## config.mk

```make
export PLATFORM = sky130hd
export DESIGN_NAME = encoder_distance_counter
export DESIGN_NICKNAME = d
export VERILOG_FILES = /design/src/rtl/encoder_distance_counter.sv
export SDC_FILE = /design/constraint.sdc
export NUM_CORES = 1
export LEC_CHECK = 0
export ABC_AREA = 1
export CAP_MARGIN = 20
export CELL_PAD_IN_SITES_DETAIL_PLACEMENT = 0
export CELL_PAD_IN_SITES_GLOBAL_PLACEMENT = 2
export CORE_ASPECT_RATIO = 0.7
export CORE_MARGIN = 2
export CORE_UTILIZATION = 33
export CTS_CLUSTER_DIAMETER = 200
export DETAILED_ROUTE_END_ITERATION = 8
export GPL_ROUTABILITY_DRIVEN = 0
export GPL_TIMING_DRIVEN = 0
export PLACE_DENSITY_LB_ADDON = 0.1
export SLEW_MARGIN = 10
export SYNTH_ARGS = -nofsm -noshare
export SYNTH_HDL_FRONTEND = slang
export SYNTH_SLANG_ARGS = --single-unit
```

## constraint.sdc

```tcl
create_clock -name clk_clk -period 4.74 [get_ports clk_clk]
set_input_delay 0.948 -clock clk_clk [delete_from_list [all_inputs] [get_ports clk_clk]]
set_output_delay 0.948 -clock clk_clk [all_outputs]
set_load 0.01 [all_outputs]
```

## src/rtl/encoder_distance_counter.sv

```systemverilog
// Quadrature encoder front end: synchronises and deglitches the A/B pins,
// decodes quadrature steps and accumulates ticks into whole centimetres.
// Pin pair is handled as ab = {a, b}; forward order is 00->01->11->10->00.
module encoder_distance_counter #(
  parameter int TICKS_PER_CM = 12,
  parameter int FILTER_LEN   = 4,
  parameter int SYNC_STAGES  = 2
) (
  input  logic        clk_clk,
  input  logic        reset_reset,
  input  logic        enc_a,
  input  logic        enc_b,
  input  logic        encoder_reset,
  output logic [31:0] encoderincm,
  output logic [31:0] enc_ticks,
  output logic        tick_pulse,
  output logic        tick_dir,
  output logic [7:0]  err_count
);

  // Arm window covers the synchroniser plus the filter so that levels present
  // at reset or at clear are absorbed instead of counted. Needs 5 bits since
  // SYNC_STAGES + FILTER_LEN can reach 17.
  localparam logic [4:0] ARM_LOAD  = 5'(SYNC_STAGES + FILTER_LEN);
  localparam logic [3:0] FILT_LAST = 4'(FILTER_LEN - 1);
  localparam logic [7:0] FRAC_MAX  = 8'(TICKS_PER_CM - 1);

  logic [1:0]      sync1;
  logic [1:0]      sync2;
  logic [1:0]      filt;
  logic [1:0]      filt_next;
  logic [1:0][3:0] fcnt;
  logic [1:0][3:0] fcnt_next;
  logic [1:0]      prev_ab;
  logic [4:0]      arm;
  logic [7:0]      frac;
  logic            step_fwd;
  logic            step_rev;
  logic            step_bad;

  // Two-flop synchroniser for both channels.
  always_ff @(posedge clk_clk) begin
    if (reset_reset) begin
      sync1 <= 2'b00;
      sync2 <= 2'b00;
    end else begin
      sync1 <= {enc_a, enc_b};
      sync2 <= sync1;
    end
  end

  // Per-channel stability filter: follow the synced level only after it has
  // differed from the filtered level for FILTER_LEN consecutive cycles.
  always_comb begin
    filt_next = filt;
    fcnt_next = '0;
    for (int i = 0; i < 2; i++) begin
      if (sync2[i] != filt[i]) begin
        if (fcnt[i] == FILT_LAST) begin
          filt_next[i] = sync2[i];
        end else begin
          fcnt_next[i] = fcnt[i] + 4'd1;
        end
      end
    end
  end

  // Filter state registers; untouched by the distance clear.
  always_ff @(posedge clk_clk) begin
    if (reset_reset) begin
      filt <= 2'b00;
      fcnt <= '0;
    end else begin
      filt <= filt_next;
      fcnt <= fcnt_next;
    end
  end

  // Quadrature decode of the previous versus current filtered pair.
  always_comb begin
    step_fwd = 1'b0;
    step_rev = 1'b0;
    step_bad = 1'b0;
    case ({prev_ab, filt})
      4'b00_01, 4'b01_11, 4'b11_10, 4'b10_00: step_fwd = 1'b1;
      4'b00_10, 4'b10_11, 4'b11_01, 4'b01_00: step_rev = 1'b1;
      4'b00_11, 4'b11_00, 4'b01_10, 4'b10_01: step_bad = 1'b1;
      default: ;
    endcase
  end

  // Arming, accumulation and error counting. While arming (or clearing),
  // prev_ab tracks the value filt is taking on this edge so that a filtered
  // change landing on the last arming edge is absorbed rather than decoded.
  always_ff @(posedge clk_clk) begin
    if (reset_reset) begin
      arm         <= ARM_LOAD;
      prev_ab     <= 2'b00;
      frac        <= 8'd0;
      encoderincm <= 32'd0;
      enc_ticks   <= 32'd0;
      tick_pulse  <= 1'b0;
      tick_dir    <= 1'b0;
      err_count   <= 8'd0;
    end else if (encoder_reset) begin
      arm         <= ARM_LOAD;
      prev_ab     <= filt_next;
      frac        <= 8'd0;
      encoderincm <= 32'd0;
      enc_ticks   <= 32'd0;
      tick_pulse  <= 1'b0;
      err_count   <= 8'd0;
    end else begin
      tick_pulse <= 1'b0;
      if (arm != 5'd0) begin
        arm     <= arm - 5'd1;
        prev_ab <= filt_next;
      end else begin
        prev_ab <= filt;
        if (step_fwd) begin
          tick_pulse <= 1'b1;
          tick_dir   <= 1'b1;
          enc_ticks  <= enc_ticks + 32'd1;
          if (frac == FRAC_MAX) begin
            frac        <= 8'd0;
            encoderincm <= encoderincm + 32'd1;
          end else begin
            frac <= frac + 8'd1;
          end
        end else if (step_rev) begin
          tick_pulse <= 1'b1;
          tick_dir   <= 1'b0;
          enc_ticks  <= enc_ticks - 32'd1;
          if (frac == 8'd0) begin
            frac        <= FRAC_MAX;
            encoderincm <= encoderincm - 32'd1;
          end else begin
            frac <= frac - 8'd1;
          end
        end else if (step_bad) begin
          if (err_count != 8'hFF) begin
            err_count <= err_count + 8'd1;
          end
        end
      end
    end
  end

endmodule

```

; ---- Word-level counts from Yosys, hierarchy flattened
; Index checks and enable logic that the tools add are counted.
[op_classes]
reduce_logical = 15
add_sub_neg = 10
eq_ne = 19
mux = 23
n_bitwise = 6
[op_table]
columns = op, n
row1 = two-way mux 32 bit, 6
row2 = adder 32 x 1 -> 32 bit (second input constant), 2
row3 = subtractor 32 x 1 -> 32 bit (second input constant), 2
row4 = two-way mux 8 bit, 4
row5 = == test 4 bit (second input constant), 6
row6 = adder 8 x 1 -> 8 bit (second input constant), 2
row7 = == test 4 x 2 -> 1 bit (second input constant), 4
row8 = == test 4 x 3 -> 1 bit (second input constant), 3
row9 = OR reduction 4 bit, 3
row10 = two-way mux 1 bit, 11
row11 = OR reduction 3 bit, 3
row12 = adder 4 x 1 -> 4 bit (second input constant), 2
row13 = == test 8 x 4 -> 1 bit (second input constant), 1
row14 = logical NOT 8 bit, 1
row15 = != test 8 bit (second input constant), 1
row16 = subtractor 8 x 1 -> 8 bit (second input constant), 1
row17 = NOT 1 bit, 6
row18 = AND reduction 5 bit, 1
row19 = nonzero test 5 bit, 1
row20 = subtractor 5 x 1 -> 5 bit (second input constant), 1
row21 = == test 4 x 1 -> 1 bit (second input constant), 1
row22 = two-way mux 2 bit, 2
row23 = AND reduction 4 bit, 1
row24 = nonzero test 2 bit, 2
row25 = 5 further kinds, 6
[totals]
register_bits = 103
elab_cells = 86
output_inout_bits = 74

; ---- Logic depth before layout (Yosys ltp)
; Gate-level depths: netlist of the first run.
[depth]
ltp_word = 5
depth_mapped = 18
depth_no_buf = 17

; ---- Worst setup path after synthesis of the first run
; OpenSTA, ideal clock, no wires.
[synth_path]
kind = reg2reg
start = reg filt[1]
end = reg enc_ticks[16]
path_slack_ps = 2226
path_stages_with_launch = 14
required_time_ps = 4625
t_arrival_ps = 2399
setup_time_ps = 115
period_less_slack_ps = 2514
cell_sequence = dfxtp_1 -> buf_4 -> xnor2_1 -> nand2_4 -> fa_1 -> nand3_1 -> nand3_1 -> nand2_1 -> nand2_1 -> nand2_1 -> nand2_1 -> xor2_1 -> o21ai_0 -> inv_1
[synth_via]
elab_chain_cells = 5
elab_cells_between_ends = 15
classes_between = eq/ne (8) / mux (3) / reduce/logical (4)
[synth_lines]
columns = item, line_no
row1 = "start, declared", 30  ; logic [1:0] filt;
row2 = "start signal, assigned", 74  ; filt <= filt_next;
row3 = "== test 4 x 1 -> 1 bit, or another cell as far along", 84  ; case ({prev_ab, filt})
row4 = OR reduction 4 bit, 84
row5 = two-way mux 1 bit, 84
row6 = nonzero test 2 bit (no source line), -
row7 = AND reduction 2 bit (no source line), -
row8 = "end signal, assigned", 123  ; enc_ticks <= enc_ticks + 32'd1;
row9 = "end signal, assigned", 133  ; enc_ticks <= enc_ticks - 32'd1;
row10 = "end, declared", 15  ; output logic [31:0] enc_ticks,
; Several ways; a longest one is shown, not always the timed one.
; A chain may end at the register's enable or synchronous reset.

; ---- Worst setup path after layout of the first run
[layout_path]
start = reg filt[0]
end = reg enc_ticks[28]
; The elaborated chain is that of the path after synthesis.

==> results of run 1 <==
## cell type report
cell class | instances | area, um2 | share of cell area
Buffer | 26 | 164 | 0.0155
Clock buffer | 10 | 239 | 0.0227
Clock inverter | 6 | 56.3 | 0.00534
Inverter | 329 | 1240 | 0.118
Multi-Input combinational cell | 1117 | 5560 | 0.527
Sequential cell | 103 | 2060 | 0.195
Tap cell | 364 | 455 | 0.0432
Timing Repair Buffer | 77 | 771 | 0.0731
## sequential cells by signal (all words and copies together) (netlist names)
signal / cells
enc_ticks: 32
sync1: 2
arm: 5
tick_pulse: 1
fcnt: 8
filt: 2
prev_ab: 2
encoderincm: 32
frac: 8
sync2: 2
err_count: 8
tick_dir: 1
## per-layer routing
metal | up-vias | wire length (um) | GRT usage
met3 | 12 | 1060 | 0.0311
li1 | 4979 | - | -
met2 | 125 | 10500 | 0.285
met5 | - | 0 | 0
met4 | 0 | 184 | 0.0313
met1 | 3989 | 17400 | 0.337
## tightest hold or removal path: stages (launching register included)
cell	delay [ps]
dfxtp_1	300
inv_1	40
nor2_1	30
## stage by stage
stage	utilization	cells	setup WS [ps]
floorplan	-	1575	2230
global placement	0.382	2016	1310
detailed placement	0.382	2016	1370
CTS	0.393	2032	1330
global route	0.393	2032	1030
finish	0.393	2032	1300
## cells by family after synthesis
| family | Yosys count | share of synthesized area |
|---|---|---|
| DFF | 103 | 0.228 |
| xor gates and xnor gates | 55 | 0.0534 |
| and+or+nand+nor | 825 | 0.367 |
| AOI/OAI and AO/OA | 168 | 0.0981 |
| adders and majority gates | 69 | 0.0973 |
| buffers and inverters | 355 | 0.156 |
## cells in the final DEF, fill, tap and decap left out, drive strengths merged, types with 14 or more instances in the layout
cell / count
xnor2: 15
xor2: 40
o21ai: 56
nand3: 108
nor3: 14
dfxtp: 103
nand2: 545
a21oi: 92
buf: 16
clkdlybuf4s50: 77
nor2: 144
ha: 67
inv: 334
clkbuf: 20
## path summary, 6_finish.rpt
check | slack [ps] | endpoint | depth (start not counted) | startpoint
max | 1300 | enc_ticks[28]$_SDFFE_PP0P_ | 14 | filt[0]$_SDFF_PP0_
min | 410 | sync2[0]$_SDFF_PP0_ | 2 | sync1[0]$_SDFF_PP0_
max reg2reg | 1300 | enc_ticks[28]$_SDFFE_PP0P_ | 14 | filt[0]$_SDFF_PP0_
min reg2reg | 410 | sync2[0]$_SDFF_PP0_ | 2 | sync1[0]$_SDFF_PP0_
## where the power goes
part           switching, mW  internal [mW]  leakage (nW)
Combinational         0.0430         0.0171          4.92
Sequential           0.00201          0.868         0.831
Clock                  0.417          0.386         0.144
==> impl_metrics.yaml, run 1 <==
run_status:
  outcome: "completed"
synthesis:
  synth.distinct_cells: 37
  synth.most_common_cell: "nand2_1"
  synth_top_area_frac: 0.228
  ys_top_cells_by_area: "dfxtp_1, nand2_1, inv_1, ha_1, nand3_1"
  syn_nets: 1649
  synth_top_area_cell: "dfxtp_1"
  synth_area_um2: 9030
  synth_edf_count: 0
  synthArstFlopShare: 0
  synth_warnings: 0
  syn_area_per_cell_um2: 5.73
  synth_cells: 1575
  ys_ff_latch: 103
  synth_commonest_cells: "nand2_1, inv_1, nor2_1"
  synth_flop_cell: "dfxtp_1"
  yosysSeqAreaShare: 0.228
critical_path:
  critPathMaxFanout: 70
  critPathKind: "flip-flop to flip-flop"
  crit_arrival_ps: 3710
  crit_top_cell: "nand2_1"
  critPathMaxStageDelay_ps: 620
  path_buf_inv: 3
  start_kind: "flip-flop"
  critPathRequiredTime_ps: 5010
  path_delay_family: "simple AND/OR/NAND/NOR gates"
  end_kind: "flip-flop"
  slowest_stage: "ha_1"
  path_cells: "buf_4 > xor2_1 > nand2_4 > ha_1 > nand2_1 > inv_1 > a21oi_1 > nand3_1 > nand2_1 > nand2_1 > nand2_1 > nand3_1 > nand2_1 > inv_1"
clock_network:
  insertion_delay_ps: 380
  post_cts_buffers: 0
  numCtsBuffers: 9
  clockBufferDepth: 2
  postCtsResizedCells: 0
  cts.sinks: 103
  htreeDepth: 3
  cts_tree: "built"
  cts_hold_buf: 0
  root_buffer: "clkbuf_16"
  clk_pin_slew_worst_paths_ps: 90
route:
  totalWireLength_um: 29200
  drtPass1Iterations: 7
  drc: 0
  num_vias: 9105
  final_antenna_net_count: 0
  vias_per_cell: 4.48
  drt-initial-drc-count: 515
  routedWlPerCell_um: 14.4
global_route:
  grt_pass1_vias: 8377
  antenna_found_initial: 0
  grt_max_degree: 71
  grt_pass1_wl_um: 46300
  grt_overflow: 0
  grtUsageTotal: 0.208
hold_path:
  hp-class: "flip-flop to flip-flop"
floorplan:
  coreArea_um2: 26800
  die_h_um: 142
  std_cell_rows: 50
  start_util: 0.336
  ios: 79
  die-area_um2: 28700
  die_w_um: 202
placed_design:
  dp_hpwl_um: 23200
  placed_area_um2: 10300
  port_buffers: 77
timing:
  hold_violations: 0
  maxSlewHeadroom: 0.343
  finalCritPeriodShare: 0.726
  setup_violations: 0
  fin_skew_ps: 16.0
  whs_ps: 414
  tightest_slew_ps: 986
  drv_slew: 0
  period_needed_ps: 3440
  rsz0062_at_grt: "no"
  tns_ps: 0
  fmax_mhz: 291
finish:
  design_area_um2: 10500
  drive_gt1_frac: 0.0282
  nets: 1737
  area_growth_syn_to_layout_pct: 16.9
  antennaDiodeCount: 0
  fill_cells: 3038
power_and_ir_drop:
  p_leak_nw: 5.90
  vdd_drop_max_v: 0.000167
  finalPower_mw: 1.73
  power_density_nw_per_um2: 164
flow_run:
  drv_cap: 0
No activity file was read; power rests on OpenSTA's default activity.
==> inputs of run 2 (changes only) <==
--- a/config.mk
+++ b/config.mk
@@ -11,7 +11,7 @@
 export CELL_PAD_IN_SITES_GLOBAL_PLACEMENT = 2
 export CORE_ASPECT_RATIO = 0.7
 export CORE_MARGIN = 2
-export CORE_UTILIZATION = 33
+export CORE_UTILIZATION = 28
 export CTS_CLUSTER_DIAMETER = 200
 export DETAILED_ROUTE_END_ITERATION = 8
 export GPL_ROUTABILITY_DRIVEN = 0
==> constraint.sdc (replaced) <==
create_clock -name clk_clk -period 3 [get_ports clk_clk]
set_input_delay 0.6 -clock clk_clk [delete_from_list [all_inputs] [get_ports clk_clk]]
set_output_delay 0.6 -clock clk_clk [all_outputs]
set_load 0.01 [all_outputs]
==> run 2 against run 1 <==
  * Largest cell class unchanged
  * Register-to-register slack got worse by 1100 ps
  * Non-clock buffer count increased by 5
  * Clock skew shrank 0.81 ps
  * Global-route usage is 1.8 points lower
  * Critical endpoint is now encoderincm[27]$_SDFFE_PP0P_
  * Critical path type unchanged
  * Flip-flop and latch count unchanged
  * Final cell count is 3.1% higher
  * Utilization shrank 4.7 points
  * Maximum frequency up 25%
  * Critical path depth rose by 1
  * Count of clock-buffer cells in the layout down 1
  * Combinational power up 65%
==> impl_metrics.yaml, run 2 (synthesis results as in run 1) <==
timing:
  finalCritPeriodShare: 0.919
  setup_violations: 0
  period_needed_ps: 2760
  hold_violations: 0
  drv_slew: 0
  fin_skew_ps: 15.2
  fmax_mhz: 363
  rsz0062_at_grt: "no"
  tightest_slew_ps: 815
  maxSlewHeadroom: 0.457
floorplan:
  ios: 79
  coreArea_um2: 31400
  std_cell_rows: 54
  die_h_um: 154
  die-area_um2: 33700
  die_w_um: 219
  start_util: 0.287
critical_path:
  critPathKind: "flip-flop to flip-flop"
  critPathRequiredTime_ps: 3290
  slowest_stage: "ha_1"
  path_cells: "buf_4 > xor2_4 > buf_12 > buf_4 > nand2_8 > ha_1 > nand2_1 > nor2_1 > nand2_1 > nor2_1 > nand2_1 > nand3_1 > nand3_1 > nand2_1 > inv_1"
  start_kind: "flip-flop"
  end_kind: "flip-flop"
  critPathMaxFanout: 18
  critPathMaxStageDelay_ps: 430
  crit_arrival_ps: 3050
  crit_top_cell: "nand2_1"
finish:
  final_common_cell: "nand2_1"
  drive_gt1_frac: 0.0418
  fin_util: 0.346
  fin_cells: 2096
  area_growth_syn_to_layout_pct: 20.5
  design_area_um2: 10900
  antennaDiodeCount: 0
  top_regs: "enc_ticks x32, encoderincm x32"
  most-common-layout-cells: "nand2_1, inv_1, nor2_1, nand3_1, dfxtp_1"
  nets: 1745
power_and_ir_drop:
  finalPower_mw: 2.83
  vdd_drop_max_v: 0.000205
  power_density_nw_per_um2: 260
  p_leak_nw: 5.97
global_route:
  grt_pass1_vias: 8502
  antenna_found_initial: 0
  grt_pass1_wl_um: 48800
  grt_overflow: 0
  grtUsageTotal: 0.190
  grt_max_degree: 36
route:
  drt-initial-drc-count: 581
  drtPass1Iterations: 5
  vias_per_cell: 4.42
  totalWireLength_um: 31700
  final_antenna_net_count: 0
  num_vias: 9257
  routedWlPerCell_um: 15.1
  drc: 0
clock_network:
  clockBufferDepth: 2
  root_buffer: "clkbuf_16"
  cts.sinks: 103
  htreeDepth: 3
  cts_hold_buf: 0
  insertion_delay_ps: 390
  numCtsBuffers: 9
  cts_tree: "built"
  clk_pin_slew_worst_paths_ps: 80
placed_design:
  port_buffers: 77
  placed_area_um2: 10300
  placed_cells: 2072
  dp_hpwl_um: 24500
flow_run:
  drv_cap: 0
hold_path:
  hp-class: "flip-flop to flip-flop"
run_status:
  outcome: "completed"
## run 2: metal layers
layer	wire length [um]	global-route usage
met5	0	0
met4	274	0.0360
met3	1480	0.0358
met2	11100	0.245
met1	18800	0.312
## run 2: final timing paths
path / from / endpoint / slack, ps / cells past startpoint
max reg2reg: filt[0]$_SDFF_PP0_ / encoderincm[27]$_SDFFE_PP0P_ / 240 / 15
min reg2reg: sync1[1]$_SDFF_PP0_ / sync2[1]$_SDFF_PP0_ / 410 / 2
max: filt[0]$_SDFF_PP0_ / encoderincm[27]$_SDFFE_PP0P_ / 240 / 15
min: sync1[1]$_SDFF_PP0_ / sync2[1]$_SDFF_PP0_ / 410 / 2
## run 2: layout make-up
type | count | area [um2]
Clock buffer | 9 | 225
Timing Repair Buffer | 82 | 846
Inverter | 329 | 1240
Clock inverter | 7 | 86.3
Fill cell | 3574 | 20500
Tap cell | 420 | 526
Sequential cell | 103 | 2060
Buffer | 26 | 164
Multi-Input combinational cell | 1120 | 5730
## run 2: what timing repair did
item	4_1_cts	5_1_grt
pin swaps	2	4
gates resized for setup	7	16
gates cloned	1	2
setup endpoints to repair	50	34
buffers inserted	0	5
## run 2: critical path, delay by kind of cell, from the launching register on
kind	cells	cell delay, ps
flip-flops	1	310
XOR/XNOR	1	170
AND/OR/NAND/NOR	9	1200
adder cells (fa/ha/maj)	1	430
buffers and inverters	4	540
## run 2: power by group
part,internal [mW],switching [mW],leakage (nW)
Sequential,1.37,0.00313,0.831
Clock,0.669,0.687,0.150
Combinational,0.0280,0.0708,4.98
Total,2.07,0.761,5.97
## run 2: through the flow
step / TNS [ps] / setup slack [ps] / hold WS (ps)
2_1_floorplan: 0 / 486 / 388
3_3_place_gp: -13180 / -470 / 408
3_5_place_dp: -13300 / -471 / 401
4_1_cts: -13.2 / -12.5 / 418
5_1_grt: 0 / 28.8 / 438
6_report: 0 / 244 / 412
